## src/rtl/full_adder.sv

```systemverilog
// -----------------------------------------------------------------------------
// full_adder
//   Parameterised ripple-carry adder with a combinational result, a registered
//   copy of that result, and a saturating counter of carry-out events.
//
// Parameters
//   WIDTH     operand width in bits (1..64)
//   CNT_W     width of the carry-out event counter (4..32)
//
// Ports
//   clk       sole clock, rising edge
//   rst_n     asynchronous active-low reset for all registers
//   a, b      unsigned addends
//   cin       carry-in
//   in_valid  qualifies a/b/cin for registered capture and counting
//   cnt_clr   synchronous clear of cout_cnt (wins over an increment)
//   sum       combinational (a+b+cin) mod 2^WIDTH
//   cout      combinational carry-out, bit WIDTH of a+b+cin
//   sum_q     registered sum
//   cout_q    registered carry-out
//   out_valid registered valid for sum_q/cout_q
//   cout_cnt  saturating count of valid samples that produced cout=1
//
// Valid semantics: there is no ready/back-pressure. A sample is accepted on
// every rising edge where in_valid=1; its result appears on sum_q/cout_q with
// out_valid=1 exactly one cycle later. When in_valid=0 the result registers
// hold and out_valid drops to 0 on the next cycle.
// -----------------------------------------------------------------------------
module full_adder #(
   parameter int WIDTH = 1,
   parameter int CNT_W = 16
) (
   input  logic             clk,
   input  logic             rst_n,
   input  logic [WIDTH-1:0] a,
   input  logic [WIDTH-1:0] b,
   input  logic             cin,
   input  logic             in_valid,
   input  logic             cnt_clr,
   output logic [WIDTH-1:0] sum,
   output logic             cout,
   output logic [WIDTH-1:0] sum_q,
   output logic             cout_q,
   output logic             out_valid,
   output logic [CNT_W-1:0] cout_cnt
);

   // Carry chain: c[0] is the carry-in, c[WIDTH] is the carry-out.
   logic [WIDTH:0] c;

   assign c[0] = cin;

   // One 1-bit full-adder cell per bit position, rippling the carry upward.
   for (genvar i = 0; i < WIDTH; i++) begin : g_cell
      logic p;
      assign p        = a[i] ^ b[i];
      assign sum[i]   = p ^ c[i];
      assign c[i+1]   = (a[i] & b[i]) | (c[i] & p);
   end

   assign cout = c[WIDTH];

   // Counter is all ones once it has saturated; further events are dropped.
   logic cnt_full;
   assign cnt_full = &cout_cnt;

   // Registered result path.
   always_ff @(posedge clk or negedge rst_n) begin
      if (!rst_n) begin
         sum_q     <= '0;
         cout_q    <= 1'b0;
         out_valid <= 1'b0;
      end else begin
         out_valid <= in_valid;
         if (in_valid) begin
            sum_q  <= sum;
            cout_q <= cout;
         end
      end
   end

   // Carry-out event counter; clear takes priority over a same-cycle event.
   always_ff @(posedge clk or negedge rst_n) begin
      if (!rst_n) begin
         cout_cnt <= '0;
      end else if (cnt_clr) begin
         cout_cnt <= '0;
      end else if (in_valid && cout && !cnt_full) begin
         cout_cnt <= cout_cnt + CNT_W'(1);
      end
   end

endmodule

```

## config.mk

```make
export PLATFORM = sky130hd
export DESIGN_NAME = full_adder
export DESIGN_NICKNAME = d
export VERILOG_FILES = /design/src/rtl/full_adder.sv
export SDC_FILE = /design/constraint.sdc
export NUM_CORES = 1
export LEC_CHECK = 0
export CAP_MARGIN = 20
export CORE_AREA = 2 2 52 54
export DETAILED_ROUTE_END_ITERATION = 10
export DIE_AREA = 0 0 54 56
export PLACE_DENSITY = 0.73
export SYNTH_ARGS = -nofsm -noshare
export SYNTH_HDL_FRONTEND = slang
export SYNTH_SLANG_ARGS = --single-unit
```

## constraint.sdc

```tcl
create_clock -name clk -period 3.8 [get_ports clk]
set_input_delay 0.38 -clock clk [delete_from_list [all_inputs] [get_ports clk]]
set_output_delay 0.38 -clock clk [all_outputs]
set_load 0.005 [all_outputs]
```

==> flow_summary.toml, run 1 <==
[global_route]
grt_max_degree = 23
grt_pass1_vias = 936
met2_usage = 0.279
use_met3 = 0.0296
antenna_found_initial = 0
top_usage_layer = "met2"
met1_usage = 0.224
overflow = 0
grt_use_total = 0.173
grt_pass1_wl_mm = 3.98

[placement]
hpwl_mm = 1.69
dp_cells = 160
port-buffer-count = 27
gp_congestion = 0.785
placed_cell_area_mm2 = 0.00137

[critical_path]
endpoint_kind = "primary output"
crit_required_ns = 3.42
crit_fanout = 2
start_kind = "input port"
critPathKind = "in2out"
cp_data_arrival_time_ns = 1.87

[synth]
synth-edff-count = 0
synth.ff_latch_count = 19
syn_nets = 115
netlist-cell-type-count = 32
synthesis.area_mm2 = 0.00108
avgSynthCellArea_um2 = 10.2
seq_area_frac_synth = 0.441
ys.flop_type = "dfrtp_1"
synth_top_family_by_area = "simple AND/OR/NAND/NOR gates"
synth-simple-area-share = 0.307
synth_mux_area_frac = 0.0662
syn_inst = 106
synth_xor_area_frac = 0
async_flop_share = 1.00
synth_adder_area_share = 0.0302
yosys_warnings = 0
synth_compound_gate_area_share = 0.131

[die]
pin_count = 28
die_w_um = 54
rows = 18
start_util = 0.443
dieArea_mm2 = 0.00302
core_mm2 = 0.00243
die_y_um = 56

[layout]
final_nets = 144
antenna_cells = 0
layout-drive-gt1-share = 0.104
area_growth_pct = 30.0
final_cell_mix = "27 x clkdlybuf4s50_1, 19 x dfrtp_1, 8 x nor2_1, 7 x a21oi_1"
finalNonFillerCells = 164
fin_area_mm2 = 0.00140
layout_commonest_cell = "clkdlybuf4s50_1"
postLayoutCoreUtil = 0.576
n_fill_cell = 211

[sta]
max_slew_margin = 0.402
skew_ns = 0.00258
setup_tns_ns = 0
whs_ns = 0.524
finalCritPeriodShare = 0.591
finalSetupViolations = 0
final_hold_viol_count = 0
period_needed_ns = 2.25
rsz0062_at_grt = "false"
finalMaxSlewViolations = 0
tightest_slew_ns = 0.894
fmax_mhz = 445

[routing]
vias = 960
post_drt_wl_per_cell_um = 14.1
initialDrtViolationCount = 5
drtPass1Iterations = 4
drcViolationCount = 0
ant_nets = 0
viasPerCell = 5.85
routed_wl_mm = 2.32

[clocking]
cts_resized = 0
cts_tree = "yes"
h-tree-depth = 1
cts_buffers = 3
clk_latency_ns = 0.30
clkTransAtPathRegs_ns = 0.10
clockBufferDepth = 2
cts-hold-fix-buffers = 0
numClockSinks = 19
cts_root_buf = "clkbuf_4"
post_cts_buffers = 0

[flow_run]
max_cap_violations = 0

[power]
static-leakage-power_nw = 0.557
power_density_mw_per_mm2 = 255
ir_worst_vdd_uv = 222

[worst_hold_path]
hp-class = "reg2reg"

[outcome]
status = "completed"
[routing by layer]
layer	part of all wire	wire length, um
met3	0.065	151
met2	0.46	1070
met1	0.46	1070
met5	0	0
met4	0.015	35
[where the power goes]
group	switching [mW]	internal, mW
clock	0.0614	0.0409
combinational	0.0200	0.0242
sequential	0.00298	0.207
[path summary, 6_finish.rpt]
path | depth (start not counted) | startpoint | slack (ns) | endpoint
max | 3 | a | 1.55 | sum
min | 1 | sum_q | 0.52 | sum_q
max reg2reg | 5 | cout_cnt[0] | 1.89 | cout_cnt[13]
min reg2reg | 1 | sum_q | 0.52 | sum_q
max in group asynchronous | 1 | rst_n | 2.68 | out_valid
min in group asynchronous | 1 | rst_n | 0.58 | cout_cnt[11]
[per-stage QoR]
step	setup slack, ns	power [mW]
floorplan	1.94	0.230
global placement	1.46	0.258
detailed placement	1.43	0.259
CTS	1.54	0.361
global route	1.48	0.374
finish	1.55	0.356
[kinds of logic after synthesis]
family | Yosys count
AOI/OAI and AO/OA | 22
adders and majority gates | 2
buffers and inverters | 7
DFF | 19
muxes | 6
and+or+nand+nor | 50
[Yosys cell counts (all sizes together) (2+ instances only)]
cell type / count / share of area
nand4: 6 / 0.063
nor2: 8 / 0.028
o21ai: 5 / 0.023
nor3: 4 / 0.019
or4: 3 / 0.021
nand3: 4 / 0.019
and3: 3 / 0.017
a21oi: 7 / 0.033
inv: 4 / 0.014
dfrtp: 19 / 0.44
mux2: 6 / 0.066
nor2b: 4 / 0.023
nor4: 4 / 0.037
clkbuf: 3 / 0.010
nor3b: 3 / 0.021
nand2: 4 / 0.014
and4: 2 / 0.016
o31ai: 3 / 0.021
or3: 4 / 0.023
[worst max-delay path: stages]
cell	delay, ns
clkdlybuf4s50_1	0.43
fa_1	0.56
clkdlybuf4s50_1	0.50
[area by class of cell]
class,count,area (um^2),area share
inverters,4,15.0,0.0107
well taps,30,37.5,0.0268
multi-input cells,80,576,0.411
repair buffers,27,270,0.193
clock buffers,4,26.3,0.0188
flip-flops and latches,19,475,0.340
[flip-flops by register name, summed over array words and instances, names as in the netlist]
signal / flops
cout_q: 1
out_valid: 1
cout_cnt: 16
sum_q: 1
No activity file was read; power rests on OpenSTA's default activity.
==> run 2: changes to the inputs <==
==> constraint.sdc (replaced) <==
create_clock -name clk -period 2.3 [get_ports clk]
set_input_delay 0.23 -clock clk [delete_from_list [all_inputs] [get_ports clk]]
set_output_delay 0.23 -clock clk [all_outputs]
set_load 0.005 [all_outputs]
==> flow_summary.toml, run 2 (same netlist as run 1, synthesis figures left out) <==
[outcome]
status = "completed"

[power]
power_density_mw_per_mm2 = 419
ir_worst_vdd_uv = 236
static-leakage-power_nw = 0.577

[critical_path]
r2r_cells = 6
cp_data_arrival_time_ns = 1.73
endpoint_kind = "primary output"
start_kind = "input port"
crit_required_ns = 2.07
crit_fanout = 2
critPathKind = "in2out"

[sta]
max_slew_margin = 0.641
finalMaxSlewViolations = 0
finalSetupViolations = 0
setup_tns_ns = 0
whs_ns = 0.248
fin_ws_ns = 0.336
tightest_slew_ns = 0.536
period_needed_ns = 1.96
fmax_mhz = 509
skew_ns = 0.00166
rsz0062_at_grt = "false"
final_hold_viol_count = 0
finalCritPeriodShare = 0.854

[die]
dieArea_mm2 = 0.00302
start_util = 0.443
pin_count = 28
rows = 18
core_mm2 = 0.00243
die_y_um = 56
die_w_um = 54

[routing]
drcViolationCount = 0
routed_wl_mm = 2.51
drtPass1Iterations = 4
initialDrtViolationCount = 15
vias = 979
post_drt_wl_per_cell_um = 14.9
ant_nets = 0
viasPerCell = 5.83

[global_route]
antenna_found_initial = 0
grt_pass1_wl_mm = 4.14
overflow = 0
grt_pass1_vias = 929
grt_use_total = 0.179
grt_max_degree = 20

[clocking]
clockBufferDepth = 2
cts_buffers = 3
cts-hold-fix-buffers = 0
post_cts_buffers = 0
cts_root_buf = "clkbuf_4"
clkTransAtPathRegs_ns = 0.11
clk_latency_ns = 0.30
h-tree-depth = 1
numClockSinks = 19
cts_resized = 0
cts_tree = "yes"

[layout]
largest_reg_flops = 16
layout-drive-gt1-share = 0.130
area_growth_pct = 32.8
layout_commonest_cell = "clkdlybuf4s50_1"
antenna_cells = 0
largest_register = "cout_cnt"
postLayoutCoreUtil = 0.588
final_cell_mix = "27 x clkdlybuf4s50_1, 19 x dfrtp_1, 8 x nor2_1, 7 x a21oi_1"
final_nets = 148

[placement]
hpwl_mm = 1.88
port-buffer-count = 27
pre_cts_ws_ns = 0.154
gp_congestion = 0.825

[flow_run]
max_cap_violations = 0

[worst_hold_path]
hp-class = "in2async"
-- run 2: changes by cell type in the layout (fill, tap and decap cells not counted), sizes merged --
cell / delta
buf: +4
-- run 2: worst max-delay path: stages --
cell and delay, ns:
clkdlybuf4s50_1 0.43, fa_1 0.57, clkdlybuf4s50_1 0.50
-- run 2: area by class of cell --
class                           instances  area [um^2]
Sequential cell                        19          475
Fill cell                             224         1000
Tap cell                               30         37.5
Multi-Input combinational cell         80          576
Timing Repair Buffer                   31          300
Inverter                                4         15.0
Clock buffer                            4         26.3
-- run 2: final timing paths --
kind                              from      endpoint  slack, ns
setup / recovery                     a           sum       0.34
hold / removal                   rst_n  cout_cnt[11]       0.25
setup reg to reg           cout_cnt[0]  cout_cnt[13]       0.39
hold reg to reg                  sum_q         sum_q       0.52
max in group asynchronous        rst_n  cout_cnt[10]       1.85
min in group clk                 sum_q         sum_q       0.52
-- run 2: power breakdown --
group | switching [mW] | internal [mW]
clock | 0.106 | 0.0676
sequential | 0.00524 | 0.342
combinational | 0.0344 | 0.0436
total | 0.146 | 0.453
-- run 2: layer usage --
layer | global-route usage | wire [um]
met1 | 0.233 | 1050
met2 | 0.301 | 1280
met3 | 0.0296 | 154
met4 | 0.0429 | 19
met5 | 0 | 0
-- run 2: through the flow --
step	total power, mW	std cells	cell area [um^2]
6_report	0.599	168	1430
5_1_grt	0.627	168	1430
4_1_cts	0.607	168	1430
3_5_place_dp	0.433	164	1400
3_3_place_gp	0.430	164	1400
2_1_floorplan	0.379	106	1080
==> run 3: changes to the inputs <==
--- a/config.mk
+++ b/config.mk
@@ -6,10 +6,10 @@
 export NUM_CORES = 1
 export LEC_CHECK = 0
 export CAP_MARGIN = 20
-export CORE_AREA = 2 2 52 54
+export CORE_AREA = 2 2 51 53
 export DETAILED_ROUTE_END_ITERATION = 10
-export DIE_AREA = 0 0 54 56
-export PLACE_DENSITY = 0.73
+export DIE_AREA = 0 0 53 55
+export PLACE_DENSITY = 0.76
 export SYNTH_ARGS = -nofsm -noshare
 export SYNTH_HDL_FRONTEND = slang
 export SYNTH_SLANG_ARGS = --single-unit
==> flow_summary.toml, run 3 (same netlist as run 1, synthesis figures left out) <==
[die]
pin_count = 28
start_util = 0.456
core_mm2 = 0.00236
rows = 18
die_y_um = 55
die_w_um = 53
dieArea_mm2 = 0.00292

[sta]
final_hold_viol_count = 0
rsz0062_at_grt = "false"
period_needed_ns = 1.98
finalMaxSlewViolations = 0
max_slew_margin = 0.571
tightest_slew_ns = 0.639
skew_ns = 0.00643
finalSetupViolations = 0
fmax_mhz = 505
setup_tns_ns = 0
finalCritPeriodShare = 0.860

[routing]
post_drt_wl_per_cell_um = 14.9
drtPass1Iterations = 4
ant_nets = 0
drcViolationCount = 0
vias = 989
routed_wl_mm = 2.50
initialDrtViolationCount = 23
viasPerCell = 5.89

[layout]
finalNonFillerCells = 168
largest_reg_flops = 16
antenna_cells = 0
final_cell_mix = "27 x clkdlybuf4s50_1, 19 x dfrtp_1, 8 x nor2_1, 7 x a21oi_1"
layout-drive-gt1-share = 0.130
layout_commonest_cell = "clkdlybuf4s50_1"
final_nets = 148
largest_register = "cout_cnt"
area_growth_pct = 32.8

[clocking]
cts_resized = 0
cts_root_buf = "clkbuf_4"
clkTransAtPathRegs_ns = 0.11
h-tree-depth = 1
clockBufferDepth = 2
cts-hold-fix-buffers = 0
cts_buffers = 3
clk_latency_ns = 0.30
cts_tree = "yes"
numClockSinks = 19
post_cts_buffers = 0

[global_route]
grt_max_degree = 20
grt_pass1_wl_mm = 4.32
antenna_found_initial = 0
grt_pass1_vias = 908
grt_use_total = 0.205
overflow = 0

[flow_run]
max_cap_violations = 0

[critical_path]
crit_fanout = 6
r2r_slack_ns = 0.32
start_kind = "register"
critPathSlowestCell = "nor3_1"
worst-path-buf-inv = 0
endpoint_kind = "register"
critPathKind = "reg2reg"
crit_required_ns = 2.50
critical_path.cell_chain = "ha_1 > nand3_1 > nor3_1 > nor4_1 > mux2_2"
cp_top_family = "simple AND/OR/NAND/NOR gates"
cpPeakStageDelay_ns = 0.58
cp_data_arrival_time_ns = 2.18

[placement]
dp_cells = 164
hpwl_mm = 1.83
port-buffer-count = 27
gp_congestion = 0.820

[power]
power_density_mw_per_mm2 = 421
ir_worst_vdd_uv = 235
p_sw_mw = 0.148
static-leakage-power_nw = 0.576
p_sw_frac = 0.245
pwr-share-seq = 0.576
p_int_mw = 0.455
clockPowerShare = 0.291
combPwrFrac = 0.133

[outcome]
status = "completed"

[worst_hold_path]
hp-class = "in2async"
[run 3: worst paths after layout]
kind,cells past startpoint,from,to
min in group clk,1,sum_q,sum_q
min reg2reg,1,sum_q,sum_q
min,2,rst_n,cout_cnt[12]
max in group asynchronous,2,rst_n,cout_cnt[4]
max reg2reg,5,cout_cnt[0],cout_cnt[13]
max,5,cout_cnt[0],cout_cnt[13]
[run 3: power by group through the flow]
stage	logic (mW)	clock network [mW]	registers, mW
finish	0.0799	0.175	0.347
global route	0.0894	0.189	0.348
CTS	0.0813	0.180	0.347
detailed placement	0.0811	0	0.354
global placement	0.0793	0	0.353
floorplan	0.0252	0	0.354
[run 3: per-stage QoR]
stage | power, mW | hold WS (ns) | instance area, um^2 | worst slack, ns | util
after floorplan | 0.379 | -0.0656 | 1080 | 0.591 | -
after global placement | 0.432 | 0.491 | 1400 | 0.204 | 0.594
after detailed placement | 0.435 | 0.499 | 1400 | 0.147 | 0.594
after CTS | 0.609 | 0.262 | 1430 | 0.319 | 0.605
after global routing | 0.627 | 0.292 | 1430 | 0.211 | 0.605
final | 0.602 | 0.250 | 1430 | 0.322 | 0.605
[run 3: area by class of cell]
cell class / count / area (um^2)
Timing Repair Buffer: 31 / 300
Clock buffer: 4 / 26.3
Sequential cell: 19 / 475
Inverter: 4 / 15.0
Fill cell: 217 / 935
Multi-Input combinational cell: 80 / 576
Tap cell: 30 / 37.5
[run 3: layer usage]
layer | track usage | wire length, um | up-vias
li1 | - | - | 464
met1 | 0.273 | 1120 | 470
met2 | 0.323 | 1130 | 46
met3 | 0.0376 | 181 | 9
met4 | 0.103 | 63 | 0
met5 | 0 | 0 | -
==> patch 1: new RTL, settings of run 3 <==
Set the parameter `CNT_W` to 12 (it was 16).
--- a/src/rtl/full_adder.sv
+++ b/src/rtl/full_adder.sv
@@ -29,5 +29,5 @@
 module full_adder #(
    parameter int WIDTH = 1,
-   parameter int CNT_W = 16
+   parameter int CNT_W = 12
 ) (
    input  logic             clk,
Ports: changed (resized cout_cnt); port bits go from 28 to 24. No check against the original RTL was run, so the function may have changed too.
==> patch 1 against run 3 <==
Worst setup slack better by 0.0092 ns; clock skew is 0.0047 ns lower; routed wire length decreased by 30%; sequential share of layout area grew 1.2 points; synthesized area shrank 26%; fmax is 0.47% higher; non-clock buffer count decreased by 8; critical path depth decreased by 2; design area shrank 24%; combinational power shrank 11%; sequential cell count shrank 4; power down 16%; largest cell class unchanged.
==> patch 1: results (changes against run 3) <==
metric	value	unit	change
dp_cells	125		-24%
synthTopCellsByCount	dfrtp_1 (15), nor2_1 (9), a21oi_1 (4)		
port_buffers	23		-15%
n_all_buffers	23		-26%
regArea	375	um^2	-21%
grt_pass1_vias	678		-25%
vias_per_cell	5.18		-12%
vias	668		-32%
final_nets	109		-26%
synth_cells	73		-31%
gp_congestion	0.722		-12%
fillers	229		+5.5%
multi_input_area_share	38.1	%	-2.1 points
crit_fanout	2		-4
synth_area_leaders	dfrtp_1 (47%), nor2_1 (4.2%), mux2_2 (2.8%)		
grt_max_degree	16		-20%
multi_input_gates	56		-30%
drive_gt1_share	13.1	%	+0.088 points
leakage	0.423	nW	-26%
yosysSeqAreaShare	47.0	%	+2.9 points
cp_top_family	buffers and inverters		
wl	1.75	mm	-30%
inv_count	1		-3
worstMarginPinSlew	0.684	ns	+0.0448 ns
largest_register_ffs	12		-4
max-vdd-ir-drop	191	uV	-19%
grt_pass1_wl	3.02	mm	-30%
fin_skew	0.00171	ns	-0.00472 ns
slowest_stage	fa_1		
drtIter0Drc	14		-39%
arrival	1.74	ns	-0.44 ns
area_share_nonclk_buffers	21.1	%	+0.13 points
synth.distinct_cells	36		+13%
hpwl	1.30	mm	-29%
status	finished, final reports clean		
==> patch 1: metrics by stage <==
step,util (%),hold slack (ns),setup WS [ns],power [W],area (um^2)
2_1_floorplan,-,-0.0656,0.664,0.000308,798
3_3_place_gp,44.9,0.490,0.257,0.000355,1060
3_5_place_dp,44.9,0.496,0.165,0.000357,1060
4_1_cts,46.1,0.377,0.325,0.000508,1090
5_1_grt,46.1,0.395,0.281,0.000531,1090
6_report,46.1,0.356,0.331,0.000503,1090
==> patch 1: kinds of logic (layout without fill, tap and decap cells) <==
kind of cell,after synthesis,count (layout),synth area share [%]
simple gates,34,34,27.4
flops,15,15,47.0
compound gates,14,14,12.4
mux,4,4,5.96
fa+ha+maj,2,2,4.08
xor+xnor,2,2,2.19
buf+inv,2,28,0.940
==> patch 1: per-layer routing <==
metal	part of all wire, %	GRT usage, %	vias to the layer above	routed length [um]
met5	0	0	-	0
met4	0.46	2.56	0	8
met3	6.2	3.76	2	108
met2	48	25.4	22	840
met1	45	16.5	315	790
li1	-	-	329	-
==> patch 1: final timing paths <==
kind / startpoint / to / slack [ns]
hold / removal: rst_n / sum_q / 0.36
hold reg to reg: cout_q / cout_q / 0.52
setup / recovery: a / sum / 0.33
setup reg to reg: cout_cnt[0] / cout_cnt[2] / 0.48
max in group asynchronous: rst_n / cout_q / 1.51
min in group clk: cout_q / cout_q / 0.52
==> patch 1: worst register-to-register path, stage by stage (launching register included) <==
cell and delay (ns):
dfrtp_1 0.44, ha_1 0.22, nand4_1 0.19, o311ai_2 0.50
nor2_2 0.07, mux2_4 0.30
==> patch 1: power breakdown <==
part           internal [W]  total (W)  switching, W
Sequential         0.000273   0.000280    0.00000701
Clock             0.0000645   0.000153     0.0000881
Combinational     0.0000430  0.0000711     0.0000281
==> patch 2: new RTL, config.mk and constraints of run 3 <==
Made on the original files. Put one more register stage on the output `cout_cnt`, without a reset. The value now appears one clock later. The other outputs are not delayed to match.
--- a/src/rtl/full_adder.sv
+++ b/src/rtl/full_adder.sv
@@ -46,4 +46,6 @@
 );
 
+   logic [CNT_W-1:0] cout_cnt_s0;
+
    // Carry chain: c[0] is the carry-in, c[WIDTH] is the carry-out.
    logic [WIDTH:0] c;
@@ -63,5 +65,5 @@
    // Counter is all ones once it has saturated; further events are dropped.
    logic cnt_full;
-   assign cnt_full = &cout_cnt;
+   assign cnt_full = &cout_cnt_s0;
 
    // Registered result path.
@@ -83,10 +85,14 @@
    always_ff @(posedge clk or negedge rst_n) begin
       if (!rst_n) begin
-         cout_cnt <= '0;
+         cout_cnt_s0 <= '0;
       end else if (cnt_clr) begin
-         cout_cnt <= '0;
+         cout_cnt_s0 <= '0;
       end else if (in_valid && cout && !cnt_full) begin
-         cout_cnt <= cout_cnt + CNT_W'(1);
+         cout_cnt_s0 <= cout_cnt_s0 + CNT_W'(1);
       end
+   end
+
+   always_ff @(posedge clk) begin
+      cout_cnt <= cout_cnt_s0;
    end
 
Function: changed (a bounded check fails within 4 cycles, from zero or initial values and one cycle with rst_n low).
==> patch 2 against run 3 <==
Cell count increased by 11%; highest routed layer unchanged; design area increased by 26%; sequential cell count increased by 16; routed wire length increased by 14%; fmax increased by 1.1%; global-route usage increased by 3.4 points; worst setup slack improved by 0.021 ns; critical path depth increased by 1; power increased by 93%; synthesized area increased by 30%; sequential power increased by 81%.
==> patch 2: results (changes against run 3) <==
metric	value	unit	change
drive_gt1_share	14.0	%	+0.97 points
grt_pass1_vias	1029		+13%
slowest_stage	dfrtp_1		
max-vdd-ir-drop	490	uV	+110%
gp_congestion	0.801		-2.3%
numCtsBuffers	5		+2
cp_slowest_stage_delay	0.43	ns	-0.15 ns
ys_async_sr_fraction	54.3	%	-46 points
htreeDepth	2		+1
grt_pass1_wl	4.80	mm	+11%
slew-limit-headroom	49.4	%	-7.7 points
wl_per_cell	15.3	um	+2.7%
yosysSeqAreaShare	56.9	%	+13 points
hpwl	1.98	mm	+8.5%
cts_resized	0		unchanged
vias_per_cell	5.68		-3.5%
r2r_slack	0.34	ns	+0.02 ns
fin_skew	0.00257	ns	-0.00386 ns
arrival	2.19	ns	
leakage	0.734	nW	+28%
status	finished, final reports clean		
synthTopCellsByCount	dfrtp_1 (19), dfxtp_1 (16), nor2_1 (8)		
worstReg2RegStart	cout_cnt_s0[0]		
track_usage	23.9	%	+3.4 points
timing.rr.end	cout_cnt_s0[13]		
reg2reg_depth	6		+1
drtIter0Drc	25		+8.7%
synth.distinct_cells	33		+3.1%
hp-class	input port to async pin		
insertion_delay	0.33	ns	+0.03 ns
synth_fp_nets	131		+14%
grt_max_degree	23		+15%
final_nets	165		+11%
==> patch 2: cell types whose count changed after synthesis, sizes merged <==
cell,change
dfxtp,+16
==> patch 2: cell families after synthesis <==
group / count (synthesis) / share of synthesized area (%)
mux: 6 / 5.10
compound gates: 22 / 10.1
fa+ha+maj: 2 / 2.33
buf+inv: 7 / 1.88
flops: 35 / 56.9
simple gates: 50 / 23.6
==> patch 2: area by class of cell <==
type | count | area [um^2]
repair buffers | 30 | 293
clock inverters | 2 | 35.0
clock buffers | 6 | 51.3
flip-flops and latches | 35 | 796
well taps | 30 | 37.5
inverters | 4 | 15.0
fillers | 175 | 562
multi-input cells | 80 | 576
==> patch 2: worst max-delay path by stage <==
| stage | end | slack [ns] |
|---|---|---|
| floorplan | cout_cnt_s0[14] | 0.59 |
| global placement | cout_cnt_s0[14] | 0.20 |
| detailed placement | cout_cnt_s0[13] | 0.18 |
| CTS | cout_cnt_s0[13] | 0.32 |
| global route | cout_cnt_s0[13] | 0.23 |
| finish | cout_cnt_s0[13] | 0.34 |
==> patch 2: routing by layer <==
metal / vias up / wire [um] / GRT usage (%)
li1: 521 / - / -
met1: 508 / 1160 / 28.3
met2: 26 / 1500 / 41.0
met3: 7 / 144 / 8.06
met4: 0 / 40 / 8.12
met5: - / 0 / 0
==> patch 2: critical path: cells and delay by family (launching register included) <==
kind	cells	cell delay [ns]
mux	1	0.38
flops	1	0.43
fa+ha+maj	1	0.28
simple gates	3	0.61
buf+inv	1	0.16
==> patch 2: where the power goes <==
part           switching (W)  internal, W
logic              0.0000348    0.0000425
registers         0.00000603     0.000621
clock network       0.000200     0.000257
==> patch 2: through the flow <==
step / cells / setup slack (ns) / instance area (um^2) / hold WS, ns / util (%)
global route: 187 / 0.232 / 1800 / 0.229 / 76.2
CTS: 187 / 0.324 / 1800 / 0.210 / 76.2
global placement: 179 / 0.204 / 1720 / 0.376 / 72.6
finish: 187 / 0.342 / 1800 / 0.214 / 76.2
detailed placement: 179 / 0.181 / 1720 / 0.394 / 72.6
floorplan: 122 / 0.591 / 1400 / -0.0656 / -
